[src/rtl/parking_request_scheduler_if.sv]
// Request/job bus between the parking-lot front end, the scheduler and the elevator controller.
// master = front end + elevator side (drives requests and job handshake), slave = scheduler.
interface parking_request_scheduler_if #(
  parameter int CNT_W = 4
);
  logic [15:0]      license_plate;
  logic             in_mode;
  logic             out_mode;
  logic             leakage;
  logic [2:0]       leakage_floor;
  logic             job_ready;
  logic             job_done;
  logic             todo_valid;
  logic             todo_exists;
  logic             todo_in;
  logic             todo_out;
  logic             todo_leak_move;
  logic [15:0]      todo_license_plate;
  logic [2:0]       todo_floor;
  logic [CNT_W-1:0] queue_count;
  logic             overflow;

  modport master (
    output license_plate, in_mode, out_mode, leakage, leakage_floor, job_ready, job_done,
    input  todo_valid, todo_exists, todo_in, todo_out, todo_leak_move,
           todo_license_plate, todo_floor, queue_count, overflow
  );

  modport slave (
    input  license_plate, in_mode, out_mode, leakage, leakage_floor, job_ready, job_done,
    output todo_valid, todo_exists, todo_in, todo_out, todo_leak_move,
           todo_license_plate, todo_floor, queue_count, overflow
  );
endinterface

[src/rtl/parking_request_scheduler.sv]
// Queues park-in/out requests, holds a priority leak job, issues one job at a time (valid/ready + done).
// Job offered one edge after a request lands; full FIFO drops pushes (sticky overflow). REQ_DEDUP_EN drops duplicates.
module parking_request_scheduler #(
  parameter int DEPTH = 8,
  parameter int CNT_W = 4
) (
  input  logic                        clock,
  input  logic                        reset,
  parking_request_scheduler_if.slave  bus
);

  localparam int PTR_W = $clog2(DEPTH);

  typedef enum logic [1:0] {
    IDLE  = 2'd0,
    OFFER = 2'd1,
    BUSY  = 2'd2
  } state_t;

  state_t state, state_n;

  logic             mem_out   [DEPTH];
  logic [15:0]      mem_plate [DEPTH];
  logic [PTR_W-1:0] wr_ptr, rd_ptr;
  logic [CNT_W-1:0] count, count_n;

  logic        leak_pending, leak_pending_n;
  logic [2:0]  leak_floor;

  logic        cur_in, cur_out, cur_leak;
  logic [15:0] cur_plate;
  logic [2:0]  cur_floor;

  logic exists_q, overflow_q;

  logic push_req, req_type, dup, push_ok, drop;
  logic fifo_empty, fifo_full;
  logic accept, pop, leak_take, leak_set;
  logic load, clear;

  assign req_type   = bus.out_mode;
  assign push_req   = (bus.in_mode ^ bus.out_mode) && (bus.license_plate != 16'h0);
  assign fifo_empty = (count == '0);
  assign fifo_full  = (count == CNT_W'(DEPTH));

  assign accept    = (state == OFFER) && bus.job_ready;
  assign pop       = accept && !cur_leak;
  assign leak_take = accept && cur_leak;
  assign leak_set  = bus.leakage && (bus.leakage_floor != 3'd0);

`ifdef REQ_DEDUP_EN
  logic ent_vld [DEPTH];

  always_comb begin
    dup = 1'b0;
    if ((state != IDLE) && !cur_leak && (cur_out == req_type) && (cur_plate == bus.license_plate))
      dup = 1'b1;
    for (int i = 0; i < DEPTH; i++) begin
      if (ent_vld[i] && (mem_out[i] == req_type) && (mem_plate[i] == bus.license_plate))
        dup = 1'b1;
    end
  end

  // clear before set so a full-FIFO push+pop onto the same slot keeps it valid
  always_ff @(posedge clock or negedge reset) begin
    if (!reset) begin
      for (int i = 0; i < DEPTH; i++) ent_vld[i] <= 1'b0;
    end else begin
      if (pop)     ent_vld[rd_ptr] <= 1'b0;
      if (push_ok) ent_vld[wr_ptr] <= 1'b1;
    end
  end
`else
  assign dup = 1'b0;
`endif

  assign push_ok = push_req && !dup && (!fifo_full || pop);
  assign drop    = push_req && !dup && fifo_full && !pop;

  assign count_n        = count + CNT_W'(push_ok) - CNT_W'(pop);
  assign leak_pending_n = leak_set | (leak_pending & ~leak_take);

  always_ff @(posedge clock or negedge reset) begin
    if (!reset) begin
      wr_ptr <= '0;
      rd_ptr <= '0;
      count  <= '0;
      for (int i = 0; i < DEPTH; i++) begin
        mem_out[i]   <= 1'b0;
        mem_plate[i] <= 16'h0;
      end
    end else begin
      if (push_ok) begin
        mem_out[wr_ptr]   <= req_type;
        mem_plate[wr_ptr] <= bus.license_plate;
        wr_ptr            <= wr_ptr + 1'b1;
      end
      if (pop) rd_ptr <= rd_ptr + 1'b1;
      count <= count_n;
    end
  end

  always_ff @(posedge clock or negedge reset) begin
    if (!reset) begin
      leak_pending <= 1'b0;
      leak_floor   <= 3'd0;
      overflow_q   <= 1'b0;
    end else begin
      leak_pending <= leak_pending_n;
      if (leak_set) leak_floor <= bus.leakage_floor;
      if (drop)     overflow_q <= 1'b1;
    end
  end

  always_ff @(posedge clock or negedge reset) begin
    if (!reset) state <= IDLE;
    else        state <= state_n;
  end

  always_comb begin
    state_n = state;
    load    = 1'b0;
    clear   = 1'b0;
    case (state)
      IDLE: begin
        if (leak_pending || !fifo_empty) begin
          state_n = OFFER;
          load    = 1'b1;
        end
      end
      OFFER: begin
        if (bus.job_ready) state_n = BUSY;
      end
      BUSY: begin
        if (bus.job_done) begin
          state_n = IDLE;
          clear   = 1'b1;
        end
      end
      default: state_n = IDLE;
    endcase
  end

  // leak wins selection; fields then stay frozen until the job completes
  always_ff @(posedge clock or negedge reset) begin
    if (!reset) begin
      cur_in    <= 1'b0;
      cur_out   <= 1'b0;
      cur_leak  <= 1'b0;
      cur_plate <= 16'h0;
      cur_floor <= 3'd0;
    end else if (load) begin
      if (leak_pending) begin
        cur_in    <= 1'b0;
        cur_out   <= 1'b0;
        cur_leak  <= 1'b1;
        cur_plate <= 16'h0;
        cur_floor <= leak_floor;
      end else begin
        cur_in    <= !mem_out[rd_ptr];
        cur_out   <= mem_out[rd_ptr];
        cur_leak  <= 1'b0;
        cur_plate <= mem_plate[rd_ptr];
        cur_floor <= 3'd0;
      end
    end else if (clear) begin
      cur_in    <= 1'b0;
      cur_out   <= 1'b0;
      cur_leak  <= 1'b0;
      cur_plate <= 16'h0;
      cur_floor <= 3'd0;
    end
  end

  always_ff @(posedge clock or negedge reset) begin
    if (!reset) exists_q <= 1'b0;
    else        exists_q <= (state_n != IDLE) | leak_pending_n | (count_n != '0);
  end

  assign bus.todo_valid         = (state == OFFER);
  assign bus.todo_exists        = exists_q;
  assign bus.todo_in            = cur_in;
  assign bus.todo_out           = cur_out;
  assign bus.todo_leak_move     = cur_leak;
  assign bus.todo_license_plate = cur_plate;
  assign bus.todo_floor         = cur_floor;
  assign bus.queue_count        = count;
  assign bus.overflow           = overflow_q;

endmodule

[src/flat_wrapper.sv]
// flat-port wrapper written by rule: the top's interface ports become plain ports
module parking_request_scheduler_flat 
#(
  parameter int DEPTH = 8,
  parameter int CNT_W = 4
)
  (clock, reset, bus_license_plate, bus_in_mode, bus_out_mode, bus_leakage, bus_leakage_floor, bus_job_ready, bus_job_done, bus_todo_valid, bus_todo_exists, bus_todo_in, bus_todo_out, bus_todo_leak_move, bus_todo_license_plate, bus_todo_floor, bus_queue_count, bus_overflow);
  parking_request_scheduler_if #(.CNT_W(CNT_W)) bus_i ();
  input  logic clock;
  input  logic reset;
  input wire logic [$bits(bus_i.license_plate)-1:0] bus_license_plate;
  input wire logic [$bits(bus_i.in_mode)-1:0] bus_in_mode;
  input wire logic [$bits(bus_i.out_mode)-1:0] bus_out_mode;
  input wire logic [$bits(bus_i.leakage)-1:0] bus_leakage;
  input wire logic [$bits(bus_i.leakage_floor)-1:0] bus_leakage_floor;
  input wire logic [$bits(bus_i.job_ready)-1:0] bus_job_ready;
  input wire logic [$bits(bus_i.job_done)-1:0] bus_job_done;
  output wire logic [$bits(bus_i.todo_valid)-1:0] bus_todo_valid;
  output wire logic [$bits(bus_i.todo_exists)-1:0] bus_todo_exists;
  output wire logic [$bits(bus_i.todo_in)-1:0] bus_todo_in;
  output wire logic [$bits(bus_i.todo_out)-1:0] bus_todo_out;
  output wire logic [$bits(bus_i.todo_leak_move)-1:0] bus_todo_leak_move;
  output wire logic [$bits(bus_i.todo_license_plate)-1:0] bus_todo_license_plate;
  output wire logic [$bits(bus_i.todo_floor)-1:0] bus_todo_floor;
  output wire logic [$bits(bus_i.queue_count)-1:0] bus_queue_count;
  output wire logic [$bits(bus_i.overflow)-1:0] bus_overflow;
  assign bus_i.license_plate = bus_license_plate;
  assign bus_i.in_mode = bus_in_mode;
  assign bus_i.out_mode = bus_out_mode;
  assign bus_i.leakage = bus_leakage;
  assign bus_i.leakage_floor = bus_leakage_floor;
  assign bus_i.job_ready = bus_job_ready;
  assign bus_i.job_done = bus_job_done;
  assign bus_todo_valid = bus_i.todo_valid;
  assign bus_todo_exists = bus_i.todo_exists;
  assign bus_todo_in = bus_i.todo_in;
  assign bus_todo_out = bus_i.todo_out;
  assign bus_todo_leak_move = bus_i.todo_leak_move;
  assign bus_todo_license_plate = bus_i.todo_license_plate;
  assign bus_todo_floor = bus_i.todo_floor;
  assign bus_queue_count = bus_i.queue_count;
  assign bus_overflow = bus_i.overflow;
  parking_request_scheduler #(.DEPTH(DEPTH), .CNT_W(CNT_W)) u_core (.clock(clock), .reset(reset), .bus(bus_i));
endmodule
[config.mk]
export PLATFORM = sky130hd
export DESIGN_NAME = parking_request_scheduler_flat
export DESIGN_NICKNAME = d
export VERILOG_FILES = /design/src/rtl/parking_request_scheduler_if.sv /design/src/rtl/parking_request_scheduler.sv /design/src/flat_wrapper.sv
export SDC_FILE = /design/constraint.sdc
export NUM_CORES = 1
export LEC_CHECK = 0
export ABC_AREA = 1
export BUFFER_PORTS_ARGS = -buffer_cell sky130_fd_sc_hd__buf_2
export CORE_AREA = 2 2 126 128
export DETAILED_ROUTE_END_ITERATION = 10
export DIE_AREA = 0 0 128 130
export PLACE_DENSITY = 0.84
export SLEW_MARGIN = 20
export SYNTH_ARGS = -nofsm -noshare
export SYNTH_HDL_FRONTEND = slang
export SYNTH_SLANG_ARGS = --single-unit
export TNS_END_PERCENT = 20
[constraint.sdc]
create_clock -name clock -period 3.25 [get_ports clock]
set_clock_uncertainty 0.2 [all_clocks]
set_input_delay 0.325 -clock clock [delete_from_list [all_inputs] [get_ports clock]]
set_output_delay 0.325 -clock clock [all_outputs]
set_load 0.02 [all_outputs]
# Yosys cells after proc, flatten, opt, wreduce, memory -nomap -nowiden
# Cells that the tools add are included.
word_totals:
  regBits: 176
  word_cells: 103
classes:
  n_addsub: 4
  magnitude_cmp: 3
  n_eq_ne: 3
  mux: 33
  bitwise: 8
  n_reduce_logical: 23
ops:
  columns: ["operator", "count"]
  rows:
  - ["$bwmux 128", 1]
  - ["$mux 16", 6]
  - ["$bmux 16 s3", 1]
  - ["$demux 16 s3", 1]
  - ["$reduce_bool 16->1", 1]
  - ["$mux 1", 14]
  - ["$logic_and 1x1->1", 9]
  - ["$mux 3", 3]
  - ["$bwmux 8", 1]
  - ["$ge 4x4->1 const B", 2]
  - ["$not 3->4", 2]
  - ["$add 3x1->3 const B", 2]
  - ["$mux 2", 3]
  - ["$pmux 2 s3", 1]
  - ["$logic_not 1->1", 5]
  - ["$add 4x1->4", 1]
  - ["$eq 4x4->1 const B", 1]
  - ["$logic_not 4->1", 1]
  - ["$lt 4x1->1 const B", 1]
  - ["$reduce_bool 2->1", 2]
  - ["$reduce_bool 4->1", 1]
  - ["$sub 4x1->4", 1]
  - ["$bmux 1 s3", 1]
  - ["$demux 1 s3", 1]
  - ["9 further kinds", 12]

# Logic depth before layout (Yosys ltp)
# Gate-level depths: netlist of run 1.
depth:
  word_depth: 9
  mapped_depth: 15
  depth_no_buf: 14

# Least setup slack after synthesis of run 1
# No wires, ideal clock.
synth_timing:
  path_kind: "flip-flop to flip-flop"
  startpoint: "register u_core.state[1]"
  endpoint: "register u_core.exists_q, in the netlist u_core.bus.todo_exists"
  setup_ps: 133
  arrival_time_ps: 2354
  required_time_ps: 2917
  setup_slack_ps: 564
  path_stages_with_launch: 14
  synth_period_minus_slack_ps: 2686
  path_cell_list: "dfrtp_1 nor2_4 nand3_1 nand2_4 nand3_4 buf_12 inv_1 ha_1 inv_1 fa_1 xor2_1 inv_1 nor3_1 nand4_1"
synth_between:
  elab_chain_len: 9
synth_rtl:
  columns: ["item", "line_no", "source"]
  rows:
  - ["start: declaration", "parking_request_scheduler.sv:20", "state_t state, state_n;"]
  - ["start signal: assignment", "parking_request_scheduler.sv:117", "else state <= state_n;"]
  - ["$eq 2x1->1", null, null]
  - ["net bus_todo_valid", "flat_wrapper.sv:18", "output wire logic [$bits(bus_i.todo_valid)-1:0] bus_todo_valid;"]
  - ["$logic_and 1x1->1", "parking_request_scheduler.sv:46", "assign accept = (state == OFFER) && bus.job_ready;"]
  - ["$logic_and 1x1->1", "parking_request_scheduler.sv:47", "assign pop = accept && !cur_leak;"]
  - ["$logic_or 1x1->1", "parking_request_scheduler.sv:77", "assign push_ok = push_req && !dup && (!fifo_full || pop);"]
  - ["$logic_and 1x1->1", "parking_request_scheduler.sv:77", null]
  - ["net u_core.push_ok", "parking_request_scheduler.sv:36", "logic push_req, req_type, dup, push_ok, drop;"]
  - ["$add 4x1->4", "parking_request_scheduler.sv:80", "assign count_n = count + CNT_W'(push_ok) - CNT_W'(pop);"]
  - ["$sub 4x1->4", "parking_request_scheduler.sv:80", null]
  - ["net u_core.count_n[2]", "parking_request_scheduler.sv:25", "logic [CNT_W-1:0] count, count_n;"]
  - ["$reduce_bool 4->1", "parking_request_scheduler.sv:177", "else exists_q <= (state_n != IDLE) | leak_pending_n | (count_n != '0);"]
  - ["$or 1x1->1", "parking_request_scheduler.sv:177", null]
  - ["end signal: assignment", "parking_request_scheduler.sv:177", null]
  - ["end: declaration", "parking_request_scheduler.sv:34", "logic exists_q, overflow_q;"]
# The timed path passes the listed nets, and every way through them passes these cells.
# A chain may end at the register's enable or synchronous reset.

# Worst setup path in the final report of run 1
layout_timing:
  startpoint: "register u_core.state[0]"
  endpoint: "register u_core.exists_q, in the netlist u_core.bus.todo_exists"
layout_between:
  elab_chain_len: 9
layout_rtl:
  columns: ["item", "line_no", "source"]
  rows:
  - ["$eq 2x1->1 *", "parking_request_scheduler.sv:46", null]
  - ["$logic_and 1x1->1 *", "parking_request_scheduler.sv:46", null]
  - ["$logic_and 1x1->1 *", "parking_request_scheduler.sv:47", null]
  - ["net u_core.pop", "parking_request_scheduler.sv:38", "logic accept, pop, leak_take, leak_set;"]
  - ["$logic_or 1x1->1", "parking_request_scheduler.sv:77", null]
  - ["$logic_and 1x1->1", "parking_request_scheduler.sv:77", null]
  - ["$add 4x1->4", "parking_request_scheduler.sv:80", null]
  - ["$sub 4x1->4 *", "parking_request_scheduler.sv:80", null]
  - ["net u_core.count_n[2]", "parking_request_scheduler.sv:25", null]
  - ["$reduce_bool 4->1 *", "parking_request_scheduler.sv:177", null]
  - ["$or 1x1->1 *", "parking_request_scheduler.sv:177", null]
# The timed path passes the listed nets; every way through them passes the cells marked *.

==> results of run 1 <==
[layout make-up]
class | count | area, µm² | share of cell area, %
multi-input combinational | 776 | 3560 | 37.5
clock inverter | 8 | 104 | 1.09
clock buffer | 24 | 492 | 5.17
tap | 192 | 240 | 2.53
timing repair buffer | 85 | 564 | 5.93
sequential | 176 | 4410 | 46.3
inverter | 38 | 143 | 1.50
[synth_stat cells]
cell type	count
sky130_fd_sc_hd__nand2_1	449
sky130_fd_sc_hd__dfrtp_1	176
sky130_fd_sc_hd__nor2_1	125
sky130_fd_sc_hd__o21ai_0	80
sky130_fd_sc_hd__nand3_1	44
sky130_fd_sc_hd__inv_1	36
sky130_fd_sc_hd__clkbuf_1	33
sky130_fd_sc_hd__o211ai_1	32
sky130_fd_sc_hd__buf_6	10
sky130_fd_sc_hd__ha_1	8
sky130_fd_sc_hd__nand4_2	8
sky130_fd_sc_hd__buf_2	7
sky130_fd_sc_hd__nor2_8	6
sky130_fd_sc_hd__xor2_1	5
sky130_fd_sc_hd__buf_8	4
sky130_fd_sc_hd__nand2_2	4
sky130_fd_sc_hd__buf_1	3
sky130_fd_sc_hd__buf_12	3
sky130_fd_sc_hd__buf_4	3
sky130_fd_sc_hd__clkinv_1	2
sky130_fd_sc_hd__nand2_4	2
sky130_fd_sc_hd__nor2_2	2
sky130_fd_sc_hd__o31ai_1	2
sky130_fd_sc_hd__a21oi_1	1
sky130_fd_sc_hd__fa_1	1
sky130_fd_sc_hd__nand3_4	1
sky130_fd_sc_hd__nand4_1	1
sky130_fd_sc_hd__nor2_4	1
sky130_fd_sc_hd__nor3_1	1
sky130_fd_sc_hd__o21bai_1	1
sky130_fd_sc_hd__xnor2_1	1
sky130_fd_sc_hd__xor2_4	1
[per-layer routing]
metal  share of wire (%)  track usage [%]
met1                  42             38.7
met2                  47             45.5
met3                 8.6             6.31
met4                 2.0             9.70
met5                   0                0
[registers in the layout (all words and copies together), names as in the netlist, 2 cells and up]
signal / count
u_core.state: 2
u_core.bus.queue_count: 4
u_core.leak_floor: 3
u_core.bus.todo_license_plate: 16
u_core.bus.todo_floor: 3
u_core.rd_ptr: 3
u_core.mem_out: 8
u_core.mem_plate: 128
u_core.wr_ptr: 3
[cell usage in the layout (no fill, tap or decap), drive strengths merged, types with 9 or more instances in the layout]
cell         instances
clkbuf              24
o211ai              32
o21ai               80
nand3               45
nand2              455
buf                 68
dfrtp              176
nand4                9
inv                 35
nor2               134
dlygate4sd3         17
[what timing repair did]
action,in CTS,in global routing
hold buffers,17,0
endpoints found under the hold margin,94,0
resized for setup,0,0
[critical path: stages, from the launching register on]
cell	delay, ns
sky130_fd_sc_hd__dfrtp_1	0.37
sky130_fd_sc_hd__inv_1	0.10
sky130_fd_sc_hd__nor2_4	0.11
sky130_fd_sc_hd__nand3_1	0.20
sky130_fd_sc_hd__inv_1	0.18
sky130_fd_sc_hd__ha_1	0.24
sky130_fd_sc_hd__inv_1	0.06
sky130_fd_sc_hd__ha_1	0.16
sky130_fd_sc_hd__inv_1	0.06
sky130_fd_sc_hd__fa_1	0.38
sky130_fd_sc_hd__xor2_1	0.15
sky130_fd_sc_hd__inv_1	0.07
sky130_fd_sc_hd__nor3_1	0.14
sky130_fd_sc_hd__nand4_1	0.11
[cells by family (layout without fill, tap and decap cells)]
family          Yosys count  in the layout  share of synthesized area (%)
flops                   176            176                           51.6
xor+xnor                  7              7                          0.938
fa+ha+maj                 9              9                           1.41
compound gates          116            116                           7.83
simple gates            644            644                           31.6
buf+inv                 101            155                           6.66
[where the power goes]
part	leakage, nW	internal, mW	total [mW]	switching [mW]
Sequential	2.22	3.15	3.68	0.526
Combinational	2.60	1.29	3.88	2.59
Clock	0.279	1.21	2.05	0.841
[per-stage QoR]
step / power [mW] / hold slack (ns)
floorplan: 6.43 / -0.171
global placement: 7.31 / 0.0892
detailed placement: 7.47 / 0.0907
CTS: 9.56 / 0.00200
global route: 10.3 / 0.00766
finish: 9.61 / 0.00210
[worst max-delay path by stage]
stage                               start                      to  slack, ns  cells past startpoint
final                     u_core.state[0]  u_core.bus.todo_exists       0.61                     13
after floorplan           u_core.state[1]  u_core.bus.todo_exists       0.56                     13
after CTS                 u_core.state[0]  u_core.bus.todo_exists       0.61                     13
after detailed placement  u_core.state[1]  u_core.bus.todo_exists       0.62                     12
after global placement    u_core.state[1]  u_core.bus.todo_exists       0.71                     12
after global routing      u_core.state[0]  u_core.bus.todo_exists       0.41                     13
==> impl_metrics.py, run 1 <==
metrics = {
    "run_status": {
        "outcome": "completed",
    },
    "critical_path": {
        "end_kind": "flip-flop",
        "critPathArrivalTime_ns": 2.75,
        "regToRegStartpoint": "u_core.state[0]",
        "critical_path.max_fanout": 4,
        "timing_worst_setup_path_type": "flip-flop to flip-flop",
        "worstSetupStartpointType": "flip-flop",
        "r2r_slack_ns": 0.61,
        "rr_endpoint": "u_core.bus.todo_exists",
        "rr_worst_depth": 13,
        "worstPathRequired_ns": 3.36,
    },
    "routing": {
        "drt-initial-drc-count": 964,
        "number_of_nets_with_antenna_violations_after_detailed_routing": 0,
        "drt_pre_antenna_iters": 7,
        "vias": 7246,
        "route.detailed.wl_per_inst_um": 17.2,
        "vias_per_cell": 5.58,
        "drc": 0,
        "drt-total-wl_mm": 22.4,
    },
    "place": {
        "io_buffers": 54,
        "detailed_place_hpwl_mm": 13.2,
        "place_congestion": 0.839,
        "place_ws_ns": 0.624,
        "dpl-instance-area_um2": 8750,
        "dp.cells": 1250,
    },
    "die": {
        "dieArea_um2": 16600,
        "die_height_um": 130,
        "floorplan.initialDensity_pct": 55.3,
        "num_rows": 46,
        "pin_count": 55,
        "floorplan.core_area_um2": 15400,
        "die_x_um": 128,
    },
    "logic_synthesis": {
        "synth.lib_cells_used.distinct": 32,
        "synth_area_per_cell_um2": 8.11,
        "synth_top_area_share_pct": 51.6,
        "synth_cells": 1053,
        "synth.yosys.seq_area_share_pct": 51.6,
        "ys_seq_elements": 176,
        "synth_area_leader_cell": "sky130_fd_sc_hd__dfrtp_1",
        "synth_fp_nets": 1088,
        "synth.yosys.warnings": 0,
        "synth.area.top_cells": "sky130_fd_sc_hd__dfrtp_1, sky130_fd_sc_hd__nand2_1, sky130_fd_sc_hd__nor2_1, sky130_fd_sc_hd__o21ai_0, sky130_fd_sc_hd__o211ai_1",
        "syn_area_um2": 8540,
    },
    "layout": {
        "final_cell_area_um2": 9510,
        "antenna-diode-count": 0,
        "non_filler_instance_count_after_layout": 1299,
        "n_fill_cell": 1305,
        "layout-drive-gt1-share_pct": 11.2,
        "area.growth.synth_to_final_pct": 11.4,
        "finish.net_count": 1129,
        "finish.utilization_pct": 61.7,
    },
    "timing": {
        "timing.setup.tns_ns": 0,
        "relSlewSlack_pct": 45.5,
        "min_period_over_period_pct": 81.3,
        "worst_slew_pin_slew_ns": 0.815,
        "maxClockFrequency_mhz": 378,
        "rsz0062_at_grt": "false",
        "post-route-worst-setup-slack_ns": 0.607,
        "post-route-min-period_ns": 2.64,
        "max_slew_violation_total_from_the_final_report": 0,
        "setup_viol_count_final": 0,
        "final_hold_viol_count": 0,
    },
    "power_and_ir_drop": {
        "p_leak_nw": 5.09,
        "power_density_nw_per_um2": 1010,
        "peak_ir_drop_on_the_vdd_network_mv": 0.459,
    },
    "grt": {
        "antenna_found_initial": 0,
        "grt_overflow": 0,
        "total_grt_usage_pct": 28.4,
        "grt_pass1_wl_mm": 36.0,
        "grt_start_max_net_pins": 79,
        "vias_in_the_first_global_route": 6914,
    },
    "clocking": {
        "cts_root_buffer": "sky130_fd_sc_hd__clkbuf_16",
        "cts_buffer_depth": 2,
        "tritoncts_buffer_count": 17,
        "clk-insertion-delay-late_ns": 0.44,
        "tritoncts": "yes",
        "clock_pin_slew_of_the_registers_on_the_worst_case_setup_and_hold_paths_ns": 0.06,
        "clock_tree.htree_level_count": 4,
        "post-cts-setup-buffer-count": 0,
        "tritoncts_num_sinks": 176,
    },
    "worst_hold_path": {
        "min_path_cells": 3,
        "hp-start": "bus_license_plate[2]",
        "timing.hold.worst_endpoint": "u_core.mem_plate[66]",
        "class_of_the_worst_hold_path": "input pin to flip-flop",
    },
    "run": {
        "timing.max_cap.violations": 0,
    },
}
(Power assumes the default switching activity.)
==> run 2, diff against run 1 <==
--- a/config.mk
+++ b/config.mk
@@ -7,10 +7,10 @@
 export LEC_CHECK = 0
 export ABC_AREA = 1
 export BUFFER_PORTS_ARGS = -buffer_cell sky130_fd_sc_hd__buf_2
-export CORE_AREA = 2 2 126 128
+export CORE_AREA = 2 2 128 130
 export DETAILED_ROUTE_END_ITERATION = 10
-export DIE_AREA = 0 0 128 130
-export PLACE_DENSITY = 0.84
+export DIE_AREA = 0 0 130 132
+export PLACE_DENSITY = 0.85
 export SLEW_MARGIN = 20
 export SYNTH_ARGS = -nofsm -noshare
 export SYNTH_HDL_FRONTEND = slang
==> constraint.sdc (replaced) <==
create_clock -name clock -period 2.3 [get_ports clock]
set_clock_uncertainty 0.2 [all_clocks]
set_input_delay 0.23 -clock clock [delete_from_list [all_inputs] [get_ports clock]]
set_output_delay 0.23 -clock clock [all_outputs]
set_load 0.02 [all_outputs]
==> impl_metrics.py, run 2 (same netlist as run 1, synthesis figures left out) <==
metrics = {
    "critical_path": {
        "crit_path_cell_trace": "inv_2, nor2_4, nand3_4, buf_6, nand2_8, nand3_4, clkinv_4, ha_4, inv_2, fa_2, xor2_1, inv_1, nor3_2, nand4_1",
        "end_kind": "flip-flop",
        "r2r_slack_ns": -0.01,
        "timing.critical_path.max_delay_family": "simple AND/OR/NAND/NOR gates",
        "setup.worst_path.start": "u_core.state[0]",
        "regToRegStartpoint": "u_core.state[0]",
        "worstPathRequired_ns": 2.40,
        "worstSetupEndpoint": "u_core.bus.todo_exists",
        "rr_endpoint": "u_core.bus.todo_exists",
        "worstSetupStartpointType": "flip-flop",
        "timing_worst_setup_path_type": "flip-flop to flip-flop",
        "cp_max_stage_cell": "sky130_fd_sc_hd__dfrtp_1",
        "critPathArrivalTime_ns": 2.41,
        "max_stage_delay_ns": 0.36,
        "critical_path.max_fanout": 2,
        "path_depth": 14,
        "crit_buf_inv": 5,
        "rr_worst_depth": 14,
    },
    "power_and_ir_drop": {
        "power_frac_clock_pct": 19.7,
        "power.combinational.fraction_pct": 42.2,
        "peak_ir_drop_on_the_vdd_network_mv": 0.766,
        "power_mw": 14.0,
        "p_leak_nw": 5.35,
        "p_int_mw": 8.24,
        "switch_share_pct": 41.0,
        "power.share.sequential_pct": 38.0,
        "switchingPower_mw": 5.72,
        "power_density_nw_per_um2": 1390,
    },
    "clocking": {
        "tritoncts_buffer_count": 17,
        "clock_tree.htree_level_count": 4,
        "tritoncts_num_sinks": 176,
        "tritoncts": "yes",
        "clk-insertion-delay-late_ns": 0.44,
        "cts_root_buffer": "sky130_fd_sc_hd__clkbuf_16",
        "clock_pin_slew_of_the_registers_on_the_worst_case_setup_and_hold_paths_ns": 0.06,
        "cts_buffer_depth": 2,
    },
    "die": {
        "num_rows": 46,
        "die_height_um": 132,
        "floorplan.initialDensity_pct": 54.3,
        "dieArea_um2": 17200,
        "pin_count": 55,
        "floorplan.core_area_um2": 15700,
        "die_x_um": 130,
    },
    "layout": {
        "non_filler_instance_count_after_layout": 1374,
        "n_fill_cell": 1281,
        "area.growth.synth_to_final_pct": 17.8,
        "antenna-diode-count": 0,
        "commonest_cells_after_routing_fill_and_taps_aside": "sky130_fd_sc_hd__nand2_1, sky130_fd_sc_hd__dfrtp_1, sky130_fd_sc_hd__nor2_1, sky130_fd_sc_hd__o21ai_0, sky130_fd_sc_hd__buf_2",
        "layout-drive-gt1-share_pct": 16.0,
        "max_flop_register": "u_core.mem_plate",
        "largest_register_ffs": 128,
        "final_common_cell": "sky130_fd_sc_hd__nand2_1",
        "finish.net_count": 1181,
    },
    "timing": {
        "max_slew_violation_total_from_the_final_report": 0,
        "worst_slew_pin_slew_ns": 0.593,
        "post-route-min-period_ns": 2.31,
        "timing.setup.tns_ns": -0.0128,
        "final_hold_viol_count": 0,
        "setup_viol_count_final": 1,
        "min_period_over_period_pct": 101,
        "maxClockFrequency_mhz": 432,
        "rsz0062_at_grt": "true",
        "relSlewSlack_pct": 60.2,
        "post-route-worst-setup-slack_ns": -0.0128,
    },
    "grt": {
        "vias_in_the_first_global_route": 7023,
        "antenna_found_initial": 0,
        "grt_pass1_wl_mm": 34.8,
        "total_grt_usage_pct": 25.7,
        "grt_start_max_net_pins": 77,
        "grt_overflow": 0,
    },
    "routing": {
        "drt-total-wl_mm": 21.5,
        "vias_per_cell": 5.42,
        "number_of_nets_with_antenna_violations_after_detailed_routing": 0,
        "drt_pre_antenna_iters": 6,
        "drt-initial-drc-count": 1043,
        "vias": 7448,
        "route.detailed.wl_per_inst_um": 15.6,
        "drc": 0,
    },
    "run_status": {
        "outcome": "finished with violations",
        "failed_checks": "negative setup slack",
    },
    "place": {
        "place_congestion": 0.866,
        "io_buffers": 54,
        "detailed_place_hpwl_mm": 13.4,
        "dp.cells": 1310,
    },
    "run": {
        "timing.max_cap.violations": 0,
    },
    "worst_hold_path": {
        "class_of_the_worst_hold_path": "input pin to flip-flop",
    },
}
[run 2: worst min path at each step]
stage	slack (ns)	start	end	depth (start not counted)
after floorplan	-0.27	reset	u_core.bus.overflow	0
after global placement	-0.02	reset	u_core.bus.overflow	1
after detailed placement	-0.02	reset	u_core.bus.overflow	1
after CTS	0.0002	bus_license_plate[1]	u_core.mem_plate[81]	4
after global routing	0.05	bus_license_plate[1]	u_core.mem_plate[97]	4
final	0.004	bus_license_plate[1]	u_core.mem_plate[113]	4
[run 2: area by class of cell]
class	count	area, µm²	share of cell area (%)
repair buffers	137	1040	10.4
flip-flops and latches	176	4410	43.8
multi-input cells	776	3630	36.1
clock buffers	21	470	4.68
clock inverters	10	86.3	0.858
well taps	216	270	2.69
inverters	38	148	1.47
[run 2: power groups by stage]
stage | Combinational (mW) | Sequential [mW] | Clock, mW
2_1_floorplan | 3.84 | 5.31 | 0
3_3_place_gp | 5.39 | 5.25 | 0
3_5_place_dp | 5.57 | 5.31 | 0
4_1_cts | 5.79 | 5.28 | 2.77
5_1_grt | 6.58 | 5.44 | 2.90
6_report | 5.90 | 5.31 | 2.75
[run 2: tightest hold or removal path: stages]
cell                      delay, ns
sky130_fd_sc_hd__buf_2         0.09
sky130_fd_sc_hd__buf_4         0.17
sky130_fd_sc_hd__nand2_1       0.06
sky130_fd_sc_hd__nand2_1       0.05
[run 2: per-layer routing]
layer | vias up | part of all wire [%] | global-route usage, %
met4 | 0 | 1.7 | 8.30
met1 | 3604 | 43 | 35.9
met2 | 313 | 48 | 40.6
met5 | - | 0 | 0
li1 | 3494 | - | -
met3 | 37 | 7.4 | 4.95
[run 2: timing repair]
item	CTS	global route
hold buffers	24	0
setup endpoints to repair	13	1
setup buffers	6	3
gates resized for setup	7	4
pin swaps	5	3
hold endpoints to repair	295	0
[run 2: per-stage QoR]
step / hold WS (ns) / setup WS (ns) / area (µm²) / utilization (%)
finish: 0.00361 / -0.0128 / 10100 / 64.0
global placement: -0.0181 / -0.00480 / 9150 / 58.2
global route: 0.0455 / -0.134 / 10100 / 64.0
floorplan: -0.266 / -0.205 / 8580 / -
detailed placement: -0.0207 / -0.124 / 9150 / 58.2
CTS: 0.000156 / -0.0150 / 10000 / 63.8
